**config.mk**
```make
export PLATFORM = sky130hd
export DESIGN_NAME = tdc_measure_ctrl_flat
export DESIGN_NICKNAME = d
export VERILOG_FILES = /design/src/rtl/tdc_measure_ctrl_if.sv /design/src/rtl/tdc_measure_ctrl.sv /design/src/flat_wrapper.sv
export SDC_FILE = /design/constraint.sdc
export NUM_CORES = 1
export LEC_CHECK = 0
export BUFFER_PORTS_ARGS = -buffer_cell sky130_fd_sc_hd__buf_2
export CAP_MARGIN = 20
export CORE_ASPECT_RATIO = 0.75
export CORE_MARGIN = 10
export CORE_UTILIZATION = 55
export DETAILED_ROUTE_END_ITERATION = 7
export GPL_ROUTABILITY_DRIVEN = 0
export PLACE_DENSITY = 0.78
export SYNTH_ARGS = -nofsm -noshare
export SYNTH_HDL_FRONTEND = slang
export SYNTH_SLANG_ARGS = --single-unit
```
**constraint.sdc**
```tcl
create_clock -name iClk -period 4.47 [get_ports iClk]
set_input_delay 0.894 -clock iClk [delete_from_list [all_inputs] [get_ports iClk]]
set_output_delay 0.894 -clock iClk [all_outputs]
set_load 0.05 [all_outputs]
```
**src/rtl/tdc_measure_ctrl_if.sv**
```systemverilog
// Control/readout bundle of the TDC measurement sequencer: start request, tap
// snapshot bus and the timestamp valid/ready handshake.
interface tdc_measure_ctrl_if #(
  parameter int NUM      = 12,
  parameter int BIN_W    = 4,
  parameter int COARSE_W = 16
);
  logic                iStart;
  logic [NUM-1:0]      iFF;
  logic                iReady;
  logic                oArm;
  logic                oBusy;
  logic                oValid;
  logic [COARSE_W-1:0] oCoarse;
  logic [BIN_W-1:0]    oFine;
  logic                oTimeout;

  modport slave (
    input  iStart, iFF, iReady,
    output oArm, oBusy, oValid, oCoarse, oFine, oTimeout
  );

  modport master (
    output iStart, iFF, iReady,
    input  oArm, oBusy, oValid, oCoarse, oFine, oTimeout
  );
endinterface

```
**src/rtl/tdc_measure_ctrl.sv**
```systemverilog
// Tapped-delay-line TDC sequencer: arms the line, waits for the hit (or a
// timeout), freezes the tap snapshot and coarse count, then reports a timestamp.
module tdc_measure_ctrl #(
  parameter int NUM      = 12,
  parameter int BIN_W    = 4,
  parameter int COARSE_W = 16,
  parameter int TIMEOUT  = 1000
) (
  input  logic                  iClk,
  input  logic                  iRst,
  tdc_measure_ctrl_if.slave     bus
);

  localparam logic [1:0] ST_IDLE   = 2'd0;
  localparam logic [1:0] ST_ARMED  = 2'd1;
  localparam logic [1:0] ST_DECODE = 2'd2;
  localparam logic [1:0] ST_REPORT = 2'd3;

  localparam logic [COARSE_W-1:0] LAST_CNT = COARSE_W'(TIMEOUT - 1);

  logic [1:0]          state_q, state_d;
  logic [COARSE_W-1:0] cnt_q, cnt_d;
  logic [NUM-1:0]      snap_q, snap_d;
  logic [COARSE_W-1:0] coarse_q, coarse_d;
  logic [BIN_W-1:0]    fine_q, fine_d;
  logic                timeout_q, timeout_d;
  logic                arm_q, busy_q, valid_q;

  // Popcount of the frozen snapshot as a ripple of prefix sums; a bubble in the
  // thermometer code then moves the result by at most one bin.
  logic [BIN_W-1:0] psum [NUM+1];
  assign psum[0] = '0;
  for (genvar gi = 0; gi < NUM; gi++) begin : g_pop
    assign psum[gi+1] = psum[gi] + BIN_W'(snap_q[gi]);
  end

  always_comb begin
    state_d   = state_q;
    cnt_d     = cnt_q;
    snap_d    = snap_q;
    coarse_d  = coarse_q;
    fine_d    = fine_q;
    timeout_d = timeout_q;
    case (state_q)
      ST_IDLE: begin
        if (bus.iStart) begin
          cnt_d   = '0;
          state_d = ST_ARMED;
        end
      end
      ST_ARMED: begin
        // A hit takes priority over an expiring timeout in the same cycle.
        if (bus.iFF[0]) begin
          snap_d   = bus.iFF;
          coarse_d = cnt_q;
          state_d  = ST_DECODE;
        end else if (cnt_q == LAST_CNT) begin
          timeout_d = 1'b1;
          coarse_d  = LAST_CNT;
          fine_d    = '0;
          state_d   = ST_REPORT;
        end else begin
          cnt_d = cnt_q + COARSE_W'(1);
        end
      end
      ST_DECODE: begin
        fine_d    = psum[NUM];
        timeout_d = 1'b0;
        state_d   = ST_REPORT;
      end
      ST_REPORT: begin
        if (bus.iReady) begin
          state_d = ST_IDLE;
        end
      end
      default: state_d = ST_IDLE;
    endcase
  end

  always_ff @(posedge iClk) begin
    if (iRst) begin
      state_q   <= ST_IDLE;
      cnt_q     <= '0;
      snap_q    <= '0;
      coarse_q  <= '0;
      fine_q    <= '0;
      timeout_q <= 1'b0;
      arm_q     <= 1'b0;
      busy_q    <= 1'b0;
      valid_q   <= 1'b0;
    end else begin
      state_q   <= state_d;
      cnt_q     <= cnt_d;
      snap_q    <= snap_d;
      coarse_q  <= coarse_d;
      fine_q    <= fine_d;
      timeout_q <= timeout_d;
      arm_q     <= (state_d == ST_ARMED);
      busy_q    <= (state_d != ST_IDLE);
      valid_q   <= (state_d == ST_REPORT);
    end
  end

  assign bus.oArm     = arm_q;
  assign bus.oBusy    = busy_q;
  assign bus.oValid   = valid_q;
  assign bus.oCoarse  = coarse_q;
  assign bus.oFine    = fine_q;
  assign bus.oTimeout = timeout_q;

endmodule

```
**src/flat_wrapper.sv**
```systemverilog
// flat-port wrapper written by rule: the top's interface ports become plain ports
module tdc_measure_ctrl_flat 
#(
  parameter int NUM      = 12,
  parameter int BIN_W    = 4,
  parameter int COARSE_W = 16,
  parameter int TIMEOUT  = 1000
)
  (iClk, iRst, bus_iStart, bus_iFF, bus_iReady, bus_oArm, bus_oBusy, bus_oValid, bus_oCoarse, bus_oFine, bus_oTimeout);
  tdc_measure_ctrl_if #(.NUM(NUM), .BIN_W(BIN_W), .COARSE_W(COARSE_W)) bus_i ();
  input  logic iClk;
  input  logic iRst;
  input wire logic [$bits(bus_i.iStart)-1:0] bus_iStart;
  input wire logic [$bits(bus_i.iFF)-1:0] bus_iFF;
  input wire logic [$bits(bus_i.iReady)-1:0] bus_iReady;
  output wire logic [$bits(bus_i.oArm)-1:0] bus_oArm;
  output wire logic [$bits(bus_i.oBusy)-1:0] bus_oBusy;
  output wire logic [$bits(bus_i.oValid)-1:0] bus_oValid;
  output wire logic [$bits(bus_i.oCoarse)-1:0] bus_oCoarse;
  output wire logic [$bits(bus_i.oFine)-1:0] bus_oFine;
  output wire logic [$bits(bus_i.oTimeout)-1:0] bus_oTimeout;
  assign bus_i.iStart = bus_iStart;
  assign bus_i.iFF = bus_iFF;
  assign bus_i.iReady = bus_iReady;
  assign bus_oArm = bus_i.oArm;
  assign bus_oBusy = bus_i.oBusy;
  assign bus_oValid = bus_i.oValid;
  assign bus_oCoarse = bus_i.oCoarse;
  assign bus_oFine = bus_i.oFine;
  assign bus_oTimeout = bus_i.oTimeout;
  tdc_measure_ctrl #(.NUM(NUM), .BIN_W(BIN_W), .COARSE_W(COARSE_W), .TIMEOUT(TIMEOUT)) u_core (.iClk(iClk), .iRst(iRst), .bus(bus_i));
endmodule
```
==> out/metrics.cfg <==
[logic_synthesis]
synth-compound-area-share=0.195
synth-edff-count=0
synth_commonest_cells=54 x dfxtp_1, 42 x nand2_1, 35 x a21oi_1
synthDominantAreaCellType=dfxtp_1
yosys.area_share.xor_xnor=0.0141
yosysUniqueCellTypes=44
synthesis.area_sq_um=2480
synthSimpleGateAreaFrac=0.208
async_reset_ff_frac=0
synth_warnings=0
synth_nets=309
synth-adder-area-share=0.0818
synth_ff_type=dfxtp_1
yosys-mux-area-fraction=0.00808
syn_inst=281
yosysSeqAreaShare=0.436
syn-mean-instance-area_sq_um=8.82
synth_top_area_share=0.436
synth_top_family_by_area=simple AND/OR/NAND/NOR gates
synth.top_cells.by_area=dfxtp_1 44%, a21oi_1 7.1%, nand2_1 6.4%
yosysMostFrequentCell=dfxtp_1
ys_seq_elements=54

[clock_network]
postCtsHoldBufs=0
clk_latency_ns=0.30
cts_setup_buffers=0
cts-resized-gates=0
numClockSinks=54
cts.clk_slew.worst_paths_ns=0.09
clockRootBuffer=clkbuf_8
cts_tree=built
numCtsBuffers=5
htree_levels=2
cts.path.max_buffers=2

[placement]
place_inst=363
portBuffers=39
dpl.hpwl_microns=4130

[worst_setup_path]
endpoint_kind=register
critical_path_class=reg2reg
critPathLaunchType=register
required_ns=4.71
critical_path_arrival_ns=3.54
cp_max_fo=2

[outcome]
outcome=finished, final reports clean

[route]
drc_errors=0
drtIter0Drc=217
ant_nets=0
routed_wl_microns=5530
viasPerCell=5.60
first_pass_iters=4
avgRoutedWirePerCell_microns=14.9
vias=2076

[grt]
antenna_found_initial=0
grt_pass1_vias=2006
grt_max_degree=30
grt_overflow_total=0
grt_first_pass_wirelength_microns=9520
grt_usage=0.145

[finish]
drive_above_1_share=0.197
syn2layout_area_growth_pct=12.5
instances_no_fill=371
num-nets-final=341
diodes=0

[sta]
rsz0062_at_grt=false
skew_ns=0.00853
hold_viol_final=0
tightestPinTransition_ns=0.737
post-route-min-period_ns=3.29
final.setup.tns_ns=0
period_share=0.737
setup-violations-final=0
finalMaxSlewViolations=0
slew_headroom=0.509
max_freq_mhz=304

[pwr]
power_w=0.000973
p_per_area_nw_per_um2=349
peakVddDrop_mv=0.194
power_leakage_nw=1.11

[worst_hold_path]
worst_hold_path_type=reg2reg

[die]
die-area_sq_um=7620
core_area_sq_um=4410
io_pins=40
std_cell_rows=21
fp.dieW_microns=97.5
die_h_microns=78.1
initial_core_util=0.561

[run]
maxCapViolCount=0

## registers in the layout, summed over array words and instances (netlist names)
register,flops
u_core.bus.oValid,1
u_core.state_q,2
u_core.bus.oArm,1
u_core.bus.oTimeout,1
u_core.snap_q,12
u_core.bus.oCoarse,16
u_core.bus.oBusy,1
u_core.cnt_q,16
u_core.bus.oFine,4
## path summary, 6_finish.rpt
path	slack, ns	end	startpoint	cells past startpoint
worst min-delay path	0.46	u_core.snap_q[7]	u_core.snap_q[7]	2
worst max-delay path	1.18	u_core.bus.oFine[2]	u_core.snap_q[0]	9
worst max register to register	1.18	u_core.bus.oFine[2]	u_core.snap_q[0]	9
worst min register to register	0.46	u_core.snap_q[7]	u_core.snap_q[7]	2
## through the flow
stage	area (sq um)	hold slack (ns)	utilization	setup WS (ns)
after floorplan	2480	0.436	-	1.35
after global placement	2680	0.443	0.607	1.28
after detailed placement	2680	0.441	0.607	1.19
after CTS	2790	0.462	0.632	1.17
after global routing	2790	0.484	0.632	1.04
final	2790	0.461	0.632	1.18
## worst max-delay path, cell delays in order, from the launching register on
cell,delay [ns]
dfxtp_1,0.32
ha_1,0.29
inv_1,0.07
fa_1,0.45
fa_1,0.54
fa_1,0.45
fa_1,0.41
fa_1,0.40
xor2_1,0.17
o2bb2ai_1,0.13
## layout make-up
class,count,area (sq um)
Sequential cell,54,1080
Multi-Input combinational cell,193,1260
Tap cell,57,71.3
Clock inverter,3,40.0
Clock buffer,5,68.8
Inverter,20,75.1
Fill cell,410,1630
Timing Repair Buffer,39,195
## layer usage
layer,GRT usage,part of all wire,up-vias
li1,-,-,1048
met1,0.197,0.50,963
met2,0.216,0.43,58
met3,0.0411,0.060,7
met4,0.0507,0.012,0
met5,0,0,-
## power breakdown
part	switching (W)	internal (W)	total, W
logic	0.0000980	0.0000471	0.000145
clock network	0.000153	0.000165	0.000318
registers	0.0000123	0.000498	0.000510
total	0.000263	0.000710	0.000973
## cell usage in the layout, fill, tap and decap left out, types with 2 or more instances in the layout
master,n
o21ai_0,17
and2_1,2
nand2_1,42
nand3_1,9
nor2b_1,3
ha_1,5
xnor2_1,2
nor2_1,9
o31ai_1,3
or4_1,5
o2bb2ai_1,4
a21oi_1,35
a21oi_2,2
buf_2,39
dfxtp_1,54
nor4_1,2
inv_1,19
clkinv_2,2
clkbuf_8,5
fa_1,7
o221a_2,8
nor3b_4,2
nor3_1,6
mux2i_1,2
or3_1,7
a21o_1,3
and3_1,2
xor2_1,2
## kinds of logic (layout without fill, tap and decap cells)
| family | count (synthesis) | in the layout |
|---|---|---|
| muxes | 2 | 2 |
| and+or+nand+nor | 98 | 98 |
| xor gates and xnor gates | 4 | 4 |
| DFF | 54 | 54 |
| AOI/OAI and AO/OA | 77 | 77 |
| buffers and inverters | 34 | 67 |
| adders and majority gates | 12 | 12 |
(Power assumes the default switching activity.)
